$ cat src/rtl/pe_result_drain_if.sv
// Stream bundle between the accumulator bank, the result drain and the writeback path.
// The master modport is the drain itself; the slave modport is its surroundings.
interface pe_result_drain_if #(
  parameter int NUM_RESULTS  = 16,
  parameter int RESULT_WIDTH = 32,
  parameter int LANES        = 4
);
  localparam int NUM_BEATS = (NUM_RESULTS + LANES - 1) / LANES;
  localparam int BEAT_W    = (NUM_BEATS > 1) ? $clog2(NUM_BEATS) : 1;

  logic                                i_results_valid;
  logic [NUM_RESULTS*RESULT_WIDTH-1:0] i_results;
  logic                                o_results_ready;
  logic                                o_valid;
  logic                                i_ready;
  logic [LANES*RESULT_WIDTH-1:0]       o_data;
  logic [BEAT_W-1:0]                   o_beat;
  logic                                o_last;
  logic                                o_overflow;

  modport master (
    input  i_results_valid, i_results, i_ready,
    output o_results_ready, o_valid, o_data, o_beat, o_last, o_overflow
  );

  modport slave (
    output i_results_valid, i_results, i_ready,
    input  o_results_ready, o_valid, o_data, o_beat, o_last, o_overflow
  );
endinterface

$ cat src/rtl/pe_result_drain.sv
// Captures a full flushed result vector in one cycle and serializes it as
// LANES-wide beats on a valid/ready stream, allowing back-to-back sets.
module pe_result_drain #(
  parameter int NUM_RESULTS  = 16,
  parameter int RESULT_WIDTH = 32,
  parameter int LANES        = 4
) (
  input  logic              clock,
  input  logic              resetn,
  pe_result_drain_if.master bus
);
  localparam int NUM_BEATS = (NUM_RESULTS + LANES - 1) / LANES;
  localparam int BEAT_W    = (NUM_BEATS > 1) ? $clog2(NUM_BEATS) : 1;
  localparam int BEAT_BITS = LANES * RESULT_WIDTH;
  localparam int BUF_BITS  = NUM_RESULTS * RESULT_WIDTH;
  localparam int PAD_BITS  = NUM_BEATS * BEAT_BITS;
  localparam logic [BEAT_W-1:0] LAST_BEAT = BEAT_W'(NUM_BEATS - 1);
  localparam logic FIRST_IS_LAST = (NUM_BEATS == 1);

  typedef enum logic {IDLE, DRAIN} state_t;

  state_t              state_reg;
  logic [BEAT_W-1:0]   beat_reg;
  logic                valid_reg;
  logic                last_reg;
  logic                overflow_reg;
  logic [BUF_BITS-1:0] buf_reg;
  logic [PAD_BITS-1:0] padded;
  logic [BEAT_BITS-1:0] beat_words [NUM_BEATS];
  logic                capture;

  // New set is accepted when idle, or exactly as the final beat is handed off.
  assign bus.o_results_ready = (state_reg == IDLE) || (last_reg && bus.i_ready);
  assign capture             = bus.i_results_valid && bus.o_results_ready;

  // Zero-extension supplies the zero lanes of a partial final beat.
  assign padded = PAD_BITS'(buf_reg);

  generate
    for (genvar gi = 0; gi < NUM_BEATS; gi++) begin : g_beat
      assign beat_words[gi] = padded[gi*BEAT_BITS +: BEAT_BITS];
    end
  endgenerate

  assign bus.o_valid    = valid_reg;
  assign bus.o_beat     = beat_reg;
  assign bus.o_last     = last_reg;
  assign bus.o_overflow = overflow_reg;
  assign bus.o_data     = valid_reg ? beat_words[beat_reg] : '0;

  // Result buffer carries no reset; it is only observed while a beat is valid.
  always_ff @(posedge clock) begin
    if (capture) begin
      buf_reg <= bus.i_results;
    end
  end

  always_ff @(posedge clock or negedge resetn) begin
    if (!resetn) begin
      state_reg    <= IDLE;
      beat_reg     <= '0;
      valid_reg    <= 1'b0;
      last_reg     <= 1'b0;
      overflow_reg <= 1'b0;
    end else begin
      if (bus.i_results_valid && !bus.o_results_ready) begin
        overflow_reg <= 1'b1;
      end
      case (state_reg)
        IDLE: begin
          if (capture) begin
            state_reg <= DRAIN;
            beat_reg  <= '0;
            valid_reg <= 1'b1;
            last_reg  <= FIRST_IS_LAST;
          end
        end
        DRAIN: begin
          if (bus.i_ready) begin
            if (last_reg) begin
              beat_reg <= '0;
              if (capture) begin
                last_reg <= FIRST_IS_LAST;
              end else begin
                state_reg <= IDLE;
                valid_reg <= 1'b0;
                last_reg  <= 1'b0;
              end
            end else begin
              beat_reg <= beat_reg + 1'b1;
              last_reg <= ((beat_reg + 1'b1) == LAST_BEAT);
            end
          end
        end
        default: begin
          state_reg <= IDLE;
          valid_reg <= 1'b0;
          last_reg  <= 1'b0;
          beat_reg  <= '0;
        end
      endcase
    end
  end
endmodule

$ cat src/flat_wrapper.sv
// flat-port wrapper written by rule: the top's interface ports become plain ports
module pe_result_drain_flat 
#(
  parameter int NUM_RESULTS  = 16,
  parameter int RESULT_WIDTH = 32,
  parameter int LANES        = 4
)
  (clock, resetn, bus_i_results_valid, bus_i_results, bus_i_ready, bus_o_results_ready, bus_o_valid, bus_o_data, bus_o_beat, bus_o_last, bus_o_overflow);
  pe_result_drain_if #(.NUM_RESULTS(NUM_RESULTS), .RESULT_WIDTH(RESULT_WIDTH), .LANES(LANES)) bus_i ();
  input  logic clock;
  input  logic resetn;
  input wire logic [$bits(bus_i.i_results_valid)-1:0] bus_i_results_valid;
  input wire logic [$bits(bus_i.i_results)-1:0] bus_i_results;
  input wire logic [$bits(bus_i.i_ready)-1:0] bus_i_ready;
  output wire logic [$bits(bus_i.o_results_ready)-1:0] bus_o_results_ready;
  output wire logic [$bits(bus_i.o_valid)-1:0] bus_o_valid;
  output wire logic [$bits(bus_i.o_data)-1:0] bus_o_data;
  output wire logic [$bits(bus_i.o_beat)-1:0] bus_o_beat;
  output wire logic [$bits(bus_i.o_last)-1:0] bus_o_last;
  output wire logic [$bits(bus_i.o_overflow)-1:0] bus_o_overflow;
  assign bus_i.i_results_valid = bus_i_results_valid;
  assign bus_i.i_results = bus_i_results;
  assign bus_i.i_ready = bus_i_ready;
  assign bus_o_results_ready = bus_i.o_results_ready;
  assign bus_o_valid = bus_i.o_valid;
  assign bus_o_data = bus_i.o_data;
  assign bus_o_beat = bus_i.o_beat;
  assign bus_o_last = bus_i.o_last;
  assign bus_o_overflow = bus_i.o_overflow;
  pe_result_drain #(.NUM_RESULTS(NUM_RESULTS), .RESULT_WIDTH(RESULT_WIDTH), .LANES(LANES)) u_core (.clock(clock), .resetn(resetn), .bus(bus_i));
endmodule
$ cat config.mk
export PLATFORM = sky130hd
export DESIGN_NAME = pe_result_drain_flat
export DESIGN_NICKNAME = d
export VERILOG_FILES = /design/src/rtl/pe_result_drain_if.sv /design/src/rtl/pe_result_drain.sv /design/src/flat_wrapper.sv
export SDC_FILE = /design/constraint.sdc
export NUM_CORES = 1
export LEC_CHECK = 0
export BUFFER_PORTS_ARGS = -buffer_cell sky130_fd_sc_hd__clkbuf_2
export CAP_MARGIN = 20
export CORE_AREA = 2 2 253 255
export DETAILED_ROUTE_END_ITERATION = 16
export DIE_AREA = 0 0 255 257
export SLEW_MARGIN = 20
export SYNTH_ARGS = -nofsm -noshare
export SYNTH_HDL_FRONTEND = slang
export SYNTH_SLANG_ARGS = --single-unit
$ cat constraint.sdc
create_clock -name clock -period 25.8 [get_ports clock]
set_clock_uncertainty 0.15 [all_clocks]
set_input_delay 5.16 -clock clock [delete_from_list [all_inputs] [get_ports clock]]
set_output_delay 5.16 -clock clock [all_outputs]
set_load 0.02 [all_outputs]
==> flow_metrics.tcl, run 1 <==
set metrics [dict create \
    p_sw_mw 0.659 \
    syn_nets 1496 \
    mostFrequentLayoutCell "clkbuf_2" \
    crit_slowest_cell "a21boi_1" \
    path_clk_slew_ps 60 \
    outcome "finished clean" \
    drt-total-wl_um 49600 \
    maxSlewViolCount 0 \
    leakage_nw 9.72 \
    core-area_mm2 0.0627 \
    ir_drop_mv 0.0591 \
    first_global_vias 12054 \
    final_cells 2528 \
    total_power_mw 2.33 \
    antenna_found_initial 7 \
    clkPwrFrac_pct 31.4 \
    ys_ff_latch 518 \
    crit_type "in2out" \
    rr_startpoint "u_core.state_reg" \
    tightest_slew_ps 1100 \
    cts_sinks 518 \
    min_period_ps 11290 \
    drive_gt1_share_pct 44.0 \
    finalSetupTns_ps 0 \
    largest_reg_flops 512 \
    die_w_um 255 \
    drtAntennaViolNets 0 \
    post-cts-setup-buffer-count 0 \
    area_delta_synth_final_pct 28.3 \
    start_util_pct 31.2 \
    swShare_pct 28.3 \
    worstSetupStartpointType "primary input" \
    drc 0 \
    cts_tree "built" \
    io_buffers 649 \
    clock.fmax_mhz 88.6 \
    grt_overflow 0 \
    synth_top_area_share_pct 78.5 \
    postCtsResizedCells 0 \
    grt_first_pass_wirelength_um 70800 \
    ys_types 25 \
    p_per_area_mw_per_mm2 92.8 \
    netlist_area_mm2 0.0196 \
    firstDrtPassIters 5 \
    avgSynthCellArea_um2 20.0 \
    first_iter_violations 678 \
    final_cell_mix "clkbuf_2 (649), edfxtp_1 (512), mux2i_1 (257), o22ai_1 (128), clkbuf_16 (54)" \
    nets 2155 \
    period_share_pct 43.7 \
    setup.worst_path.end_class "output pin" \
    postSynthCellCount 979 \
    crit_required_ps 20490 \
    cts_root_buf "clkbuf_16" \
    setup_viol 0 \
    cap_violations 0 \
    grt_use_total_pct 14.4 \
    hpwl_um 35100 \
    design.die.area_mm2 0.0655 \
    vias 11336 \
    row_count 92 \
    clk_latency_ps 590 \
    numCtsBuffers 54 \
    h-tree-depth 2 \
    hp-start "u_core.bus.o_overflow" \
    hold_class "reg2reg" \
    place_congestion 0.831 \
    rsz0062_at_grt "no" \
    dieHeight_um 257 \
    relSlewSlack_pct 26.7 \
    wire_per_inst_um 19.6 \
    placed_cells 2428 \
    ys_seq_area_share_pct 79.3 \
    cp_top_family "compound AO/OA/AOI/OAI gates" \
    cp_num_buf_inv 3 \
    p_comb_share_pct 21.1 \
    cp_max_fo 5 \
    via_per_inst 4.48 \
    grt_max_degree 173 \
    synth_warnings 0 \
    seq_power_share_pct 47.4 \
    arrival_ps 5980 \
    yosysTopAreaCell "edfxtp_1" \
    cpMostUsedCell "clkbuf_2" \
    pin_count 650 \
    netlist_top_cells_area "edfxtp_1 (79%), mux2i_1 (13%), o22ai_1 (4.1%), buf_12 (1.1%), dfrtp_1 (0.77%)" \
    p_int_mw 1.67 \
    worstPathCellList "clkbuf_2 > a21boi_1 > inv_1 > clkbuf_2" \
    startpoint "bus_i_ready" \
    finalHoldViolCount 0 \
    cpPeakStageDelay_ps 440 \
    clock_path_buffers 3 \
    cts_hold_buf 0 \
]
## logic make-up (layout without fill, tap and decap cells)
| kind of cell | after synthesis | count (layout) | share of synthesized area (%) |
|---|---|---|---|
| flops | 518 | 518 | 79.3 |
| mux | 257 | 257 | 13.1 |
| compound gates | 133 | 133 | 4.29 |
| buf+inv | 60 | 761 | 2.88 |
| simple gates | 10 | 10 | 0.332 |
| fa+ha+maj | 1 | 1 | 0.0639 |
| other cells | 0 | 2 | 0 |
## metrics by stage
| step | utilization [%] | instance area [µm²] | hold slack, ps | worst slack, ps |
|---|---|---|---|---|
| after floorplan | - | 19600 | 415 | 6540 |
| after global placement | 37.4 | 23500 | 297 | 14500 |
| after detailed placement | 37.4 | 23500 | 319 | 14510 |
| after CTS | 40.0 | 25100 | 332 | 14500 |
| after global routing | 40.0 | 25100 | 348 | 14440 |
| final | 40.0 | 25100 | 319 | 14510 |
## synthesized netlist by cell type, drive strengths merged
master / number
a21boi: 1
mux2i: 257
a21o: 2
nand2b: 1
nor2: 1
nor4bb: 1
nor3: 1
buf: 45
nand2: 1
o2bb2ai: 2
inv: 3
ha: 1
o22ai: 128
nand3b: 1
and4b: 1
nor2b: 2
edfxtp: 512
dfrtp: 6
or2: 1
clkbuf: 12
## cell type report
type | count | area, µm²
fillers | 5777 | 37600
flip-flops and latches | 518 | 15500
multi-input cells | 401 | 3510
repair buffers | 660 | 3360
clock buffers | 70 | 1410
well taps | 846 | 1060
clock inverters | 28 | 234
inverters | 3 | 11.3
diodes | 2 | 5.00
## path summary, 6_finish.rpt
path,end,slack [ps],cells past startpoint
max,bus_o_results_ready,14510,4
min,u_core.bus.o_overflow,320,1
max reg2reg,u_core.buf_reg[325],22260,4
min reg2reg,u_core.bus.o_overflow,320,1
max in group asynchronous,u_core.bus.o_beat[1],21090,1
min in group asynchronous,u_core.bus.o_last,4240,1
## power by group through the flow
| stage | sequential, mW | clock (mW) | combinational, mW |
|---|---|---|---|
| 3_3_place_gp | 1.12 | 0 | 0.494 |
| 6_report | 1.11 | 0.733 | 0.493 |
| 5_1_grt | 1.11 | 0.786 | 0.533 |
| 4_1_cts | 1.11 | 0.753 | 0.502 |
| 2_1_floorplan | 1.16 | 0 | 0.403 |
| 3_5_place_dp | 1.12 | 0 | 0.501 |
## per-layer routing
metal	up-vias	part of all wire [%]	GRT usage [%]
li1	5314	-	-
met1	5452	36	15.1
met2	471	51	25.8
met3	93	9.9	5.50
met4	6	3.3	5.60
met5	-	0.075	0
No activity file was read; power rests on OpenSTA's default activity.
==> run 2, diff against run 1 <==
clock period = 11.7 ns   (was 25.8 ns; I/O delays follow)
==> flow_metrics.tcl, run 2 (synthesis results as in run 1) <==
set metrics [dict create \
    outcome "finished clean" \
    cap_violations 0 \
    rr_startpoint "u_core.state_reg" \
    dpl_cell_area_mm2 0.0235 \
    finalSetupTns_ps 0 \
    setup_viol 0 \
    min_to "u_core.bus.o_overflow" \
    area_delta_synth_final_pct 29.5 \
    die_w_um 255 \
    reg2reg_depth 4 \
    first_iter_violations 794 \
    cp_max_fo 55 \
    place_ws_ps 5860 \
    nets 2157 \
    grt_busiest_layer "met2" \
    met1_usage_pct 16.5 \
    crit_required_ps 9210 \
    min_period_ps 6460 \
    drt-total-wl_um 50000 \
    finalHoldViolCount 0 \
    placed_cells 2428 \
    grt_use_met2_pct 25.1 \
    p_per_area_mw_per_mm2 210 \
    cts_sinks 518 \
    drc 0 \
    postCtsResizedCells 0 \
    whs_path_depth 1 \
    drtAntennaViolNets 0 \
    period_share_pct 55.2 \
    ir_drop_mv 0.189 \
    crit_type "reg2out" \
    design.die.area_mm2 0.0655 \
    hp-start "u_core.bus.o_overflow" \
    path_clk_slew_ps 60 \
    post-cts-setup-buffer-count 0 \
    largest_reg_flops 512 \
    total_power_mw 5.33 \
    fin_ws_ps 5240 \
    design_area_mm2 0.0253 \
    grt_overflow 0 \
    startpoint "u_core.bus.o_beat[1]" \
    worstSetupStartpointType "flop" \
    first_global_vias 12197 \
    clock.fmax_mhz 155 \
    hold_class "reg2reg" \
    final_cell_mix "clkbuf_2 (649), edfxtp_1 (512), mux2i_1 (257), o22ai_1 (128), clkbuf_16 (57)" \
    leakage_nw 9.83 \
    cts_tree "built" \
    grt_max_degree 193 \
    wire_per_inst_um 19.7 \
    tightest_slew_ps 1150 \
    h-tree-depth 2 \
    hpwl_um 34700 \
    final_cells 2532 \
    firstDrtPassIters 5 \
    place_congestion 0.839 \
    clock_path_buffers 3 \
    rsz0062_at_grt "no" \
    arrival_ps 3970 \
    grt_use_total_pct 14.6 \
    r2r_setup_slack_ps 7960 \
    via_per_inst 4.55 \
    grt_first_pass_wirelength_um 72200 \
    setup.worst_path.end_class "output pin" \
    pin_count 650 \
    vias 11518 \
    row_count 92 \
    relSlewSlack_pct 23.6 \
    drive_gt1_share_pct 44.5 \
    mostFrequentLayoutCell "clkbuf_2" \
    io_buffers 649 \
    start_util_pct 31.2 \
    maxSlewViolCount 0 \
    numCtsBuffers 56 \
    cts_root_buf "clkbuf_16" \
    grt.met3_usage_pct 5.06 \
    dieHeight_um 257 \
    antenna_found_initial 5 \
    cts_hold_buf 0 \
    clk_latency_ps 600 \
    r2r-end "u_core.buf_reg[83]" \
    core-area_mm2 0.0627 \
]
==> run 2: area by class of cell <==
class | count | area, µm²
Clock buffer | 67 | 1460
Sequential cell | 518 | 15500
Tap cell | 846 | 1060
Fill cell | 5747 | 37400
Multi-Input combinational cell | 401 | 3510
Timing Repair Buffer | 660 | 3370
Clock inverter | 36 | 400
Inverter | 3 | 11.3
Antenna cell | 1 | 2.50
==> run 2: worst max-delay path: stages (launching register included) <==
cell and delay (ps):
dfrtp_4 840, buf_4 770, buf_4 890, mux2i_1 160, o22ai_1 350, clkbuf_2 250
==> run 2: routing by layer <==
metal | wire length [µm] | vias to the layer above
li1 | - | 5318
met1 | 18600 | 5577
met2 | 24700 | 508
met3 | 4860 | 107
met4 | 1740 | 8
met5 | 45 | -
==> run 2: how the worst max path moves through the flow <==
stage,end,slack (ps),cells past startpoint
2_1_floorplan,u_core.buf_reg[0],1010,2
3_3_place_gp,bus_o_data[30],5910,5
3_5_place_dp,bus_o_data[30],5860,5
4_1_cts,bus_o_data[30],5180,5
5_1_grt,bus_o_data[30],5030,5
6_report,bus_o_data[30],5240,5
==> run 2: power breakdown <==
group	switching, mW	leakage [nW]	internal, mW
Clock	0.723	0.915	1.07
Sequential	0.0938	4.72	2.34
Combinational	0.664	4.20	0.439
==> run 2: through the flow <==
stage               hold slack [ps]  util, %
floorplan                       415        -
global placement                298     37.4
detailed placement              329     37.4
CTS                             343     40.4
global route                    353     40.4
finish                          335     40.4
==> run 3, diff against run 2 <==
clock period = 5.7 ns   (was 11.7 ns; I/O delays follow)
==> flow_metrics.tcl, run 3 (synthesis results as in run 1) <==
set metrics [dict create \
    cpPeakStageDelay_ps 890 \
    clock_path_buffers 3 \
    rsz0062_at_grt "no" \
    postCtsResizedCells 0 \
    worstPathCellList "buf_12 > mux2i_1 > o22ai_1 > clkbuf_2" \
    leakage_nw 9.87 \
    rr_startpoint "u_core.state_reg" \
    cap_violations 0 \
    wire_per_inst_um 20.3 \
    firstDrtPassIters 5 \
    grt_overflow 0 \
    die_w_um 255 \
    drc 0 \
    final_cell_mix "clkbuf_2 (649), edfxtp_1 (512), mux2i_1 (257), o22ai_1 (128), clkbuf_16 (57)" \
    drtAntennaViolNets 0 \
    largest_reg_flops 512 \
    cts_root_buf "clkbuf_16" \
    crit_type "reg2out" \
    reg2reg_depth 4 \
    grt_max_degree 129 \
    cts_tree "built" \
    clk_latency_ps 580 \
    crit_required_ps 4410 \
    cts_hold_buf 0 \
    crit_slowest_cell "dfrtp_4" \
    fill_cells 5791 \
    relSlewSlack_pct 36.8 \
    antenna_found_initial 3 \
    first_iter_violations 626 \
    numCtsBuffers 55 \
    worst_hold_slack_ps 232 \
    io_buffers 649 \
    cp_max_fo 57 \
    maxSlewViolCount 0 \
    first_global_vias 12362 \
    grt_use_total_pct 15.0 \
    dieHeight_um 257 \
    nets 2173 \
    place_congestion 0.847 \
    core-area_mm2 0.0627 \
    antennaDiodeCount 0 \
    design.die.area_mm2 0.0655 \
    post-cts-setup-buffer-count 0 \
    drt-total-wl_um 51600 \
    r2r-end "u_core.buf_reg[355]" \
    area_delta_synth_final_pct 29.8 \
    finalHoldViolCount 0 \
    clock.fmax_mhz 243 \
    total_power_mw 10.7 \
    arrival_ps 2830 \
    path_clk_slew_ps 60 \
    hpwl_um 36800 \
    setup.worst_path.end_class "output pin" \
    vias 11622 \
    row_count 92 \
    setup_viol 0 \
    p_per_area_mw_per_mm2 422 \
    period_share_pct 72.3 \
    mostFrequentLayoutCell "clkbuf_2" \
    start_util_pct 31.2 \
    outcome "finished clean" \
    grt_first_pass_wirelength_um 73900 \
    drive_gt1_share_pct 44.4 \
    min_period_ps 4120 \
    ir_drop_mv 0.271 \
    cts_sinks 518 \
    tightest_slew_ps 946 \
    h-tree-depth 2 \
    hold_class "in2async" \
    r2r_setup_slack_ps 3120 \
    pin_count 650 \
    worstSetupStartpointType "flop" \
    via_per_inst 4.57 \
]
## run 3: cell types whose count changed in the layout (fill, tap and decap cells not counted)
cell | before | now
buf_4 | 8 | 17
buf_12 | 3 | 11
clkinv_1 | 8 | 15
clkinv_2 | 12 | 5
bufinv_16 | 8 | 4
inv_6 | 2 | 0
a21boi_1 | 1 | 0
a21boi_4 | 0 | 1
clkbuf_1 | 10 | 11
clkinv_4 | 3 | 2
diode_2 | 1 | 0
inv_8 | 1 | 0
## run 3: worst max-delay path: cells and delay by family (launching register included)
| family | cells | cell delay [ps] |
|---|---|---|
| mux | 1 | 500 |
| flops | 1 | 890 |
| buf+inv | 2 | 600 |
| compound gates | 1 | 160 |
## run 3: power by group
| group | internal (mW) | switching (mW) |
|---|---|---|
| Sequential | 4.79 | 0.205 |
| Combinational | 0.954 | 1.39 |
| Clock | 1.99 | 1.41 |
| Total | 7.73 | 3.00 |
## run 3: cell type report
| type | count | area [µm²] | area share (%) |
|---|---|---|---|
| flip-flops and latches | 518 | 15500 | 61.1 |
| clock buffers | 68 | 1470 | 5.77 |
| inverters | 3 | 11.3 | 0.0443 |
| well taps | 846 | 1060 | 4.16 |
| clock inverters | 28 | 234 | 0.920 |
| repair buffers | 677 | 3600 | 14.1 |
| multi-input cells | 401 | 3520 | 13.9 |
## run 3: metal layers
metal	up-vias	GRT usage, %	wire length [µm]
li1	5361	-	-
met1	5659	16.4	18600
met2	498	26.7	26400
met3	102	4.99	4920
met4	2	5.82	1720
met5	-	0	16
## run 3: how the worst max path moves through the flow
stage | start | endpoint | slack, ps
after floorplan | bus_i_ready | u_core.buf_reg[0] | -3680
after global placement | u_core.bus.o_beat[1] | bus_o_data[59] | 2170
after detailed placement | u_core.bus.o_beat[1] | bus_o_data[59] | 2160
after CTS | u_core.bus.o_beat[1] | bus_o_data[59] | 1500
after global routing | u_core.bus.o_beat[1] | bus_o_data[59] | 1480
final | u_core.bus.o_beat[1] | bus_o_data[59] | 1580
## run 3: metrics by stage
stage	cells	instance area (µm²)	worst slack (ps)	util [%]	setup TNS (ps)
4_1_cts	2541	25400	1500	40.5	0
5_1_grt	2541	25400	1480	40.5	0
6_report	2541	25400	1580	40.5	0
3_3_place_gp	2445	23700	2170	37.8	0
3_5_place_dp	2445	23700	2160	37.8	0
2_1_floorplan	979	19600	-3680	-	-1882140
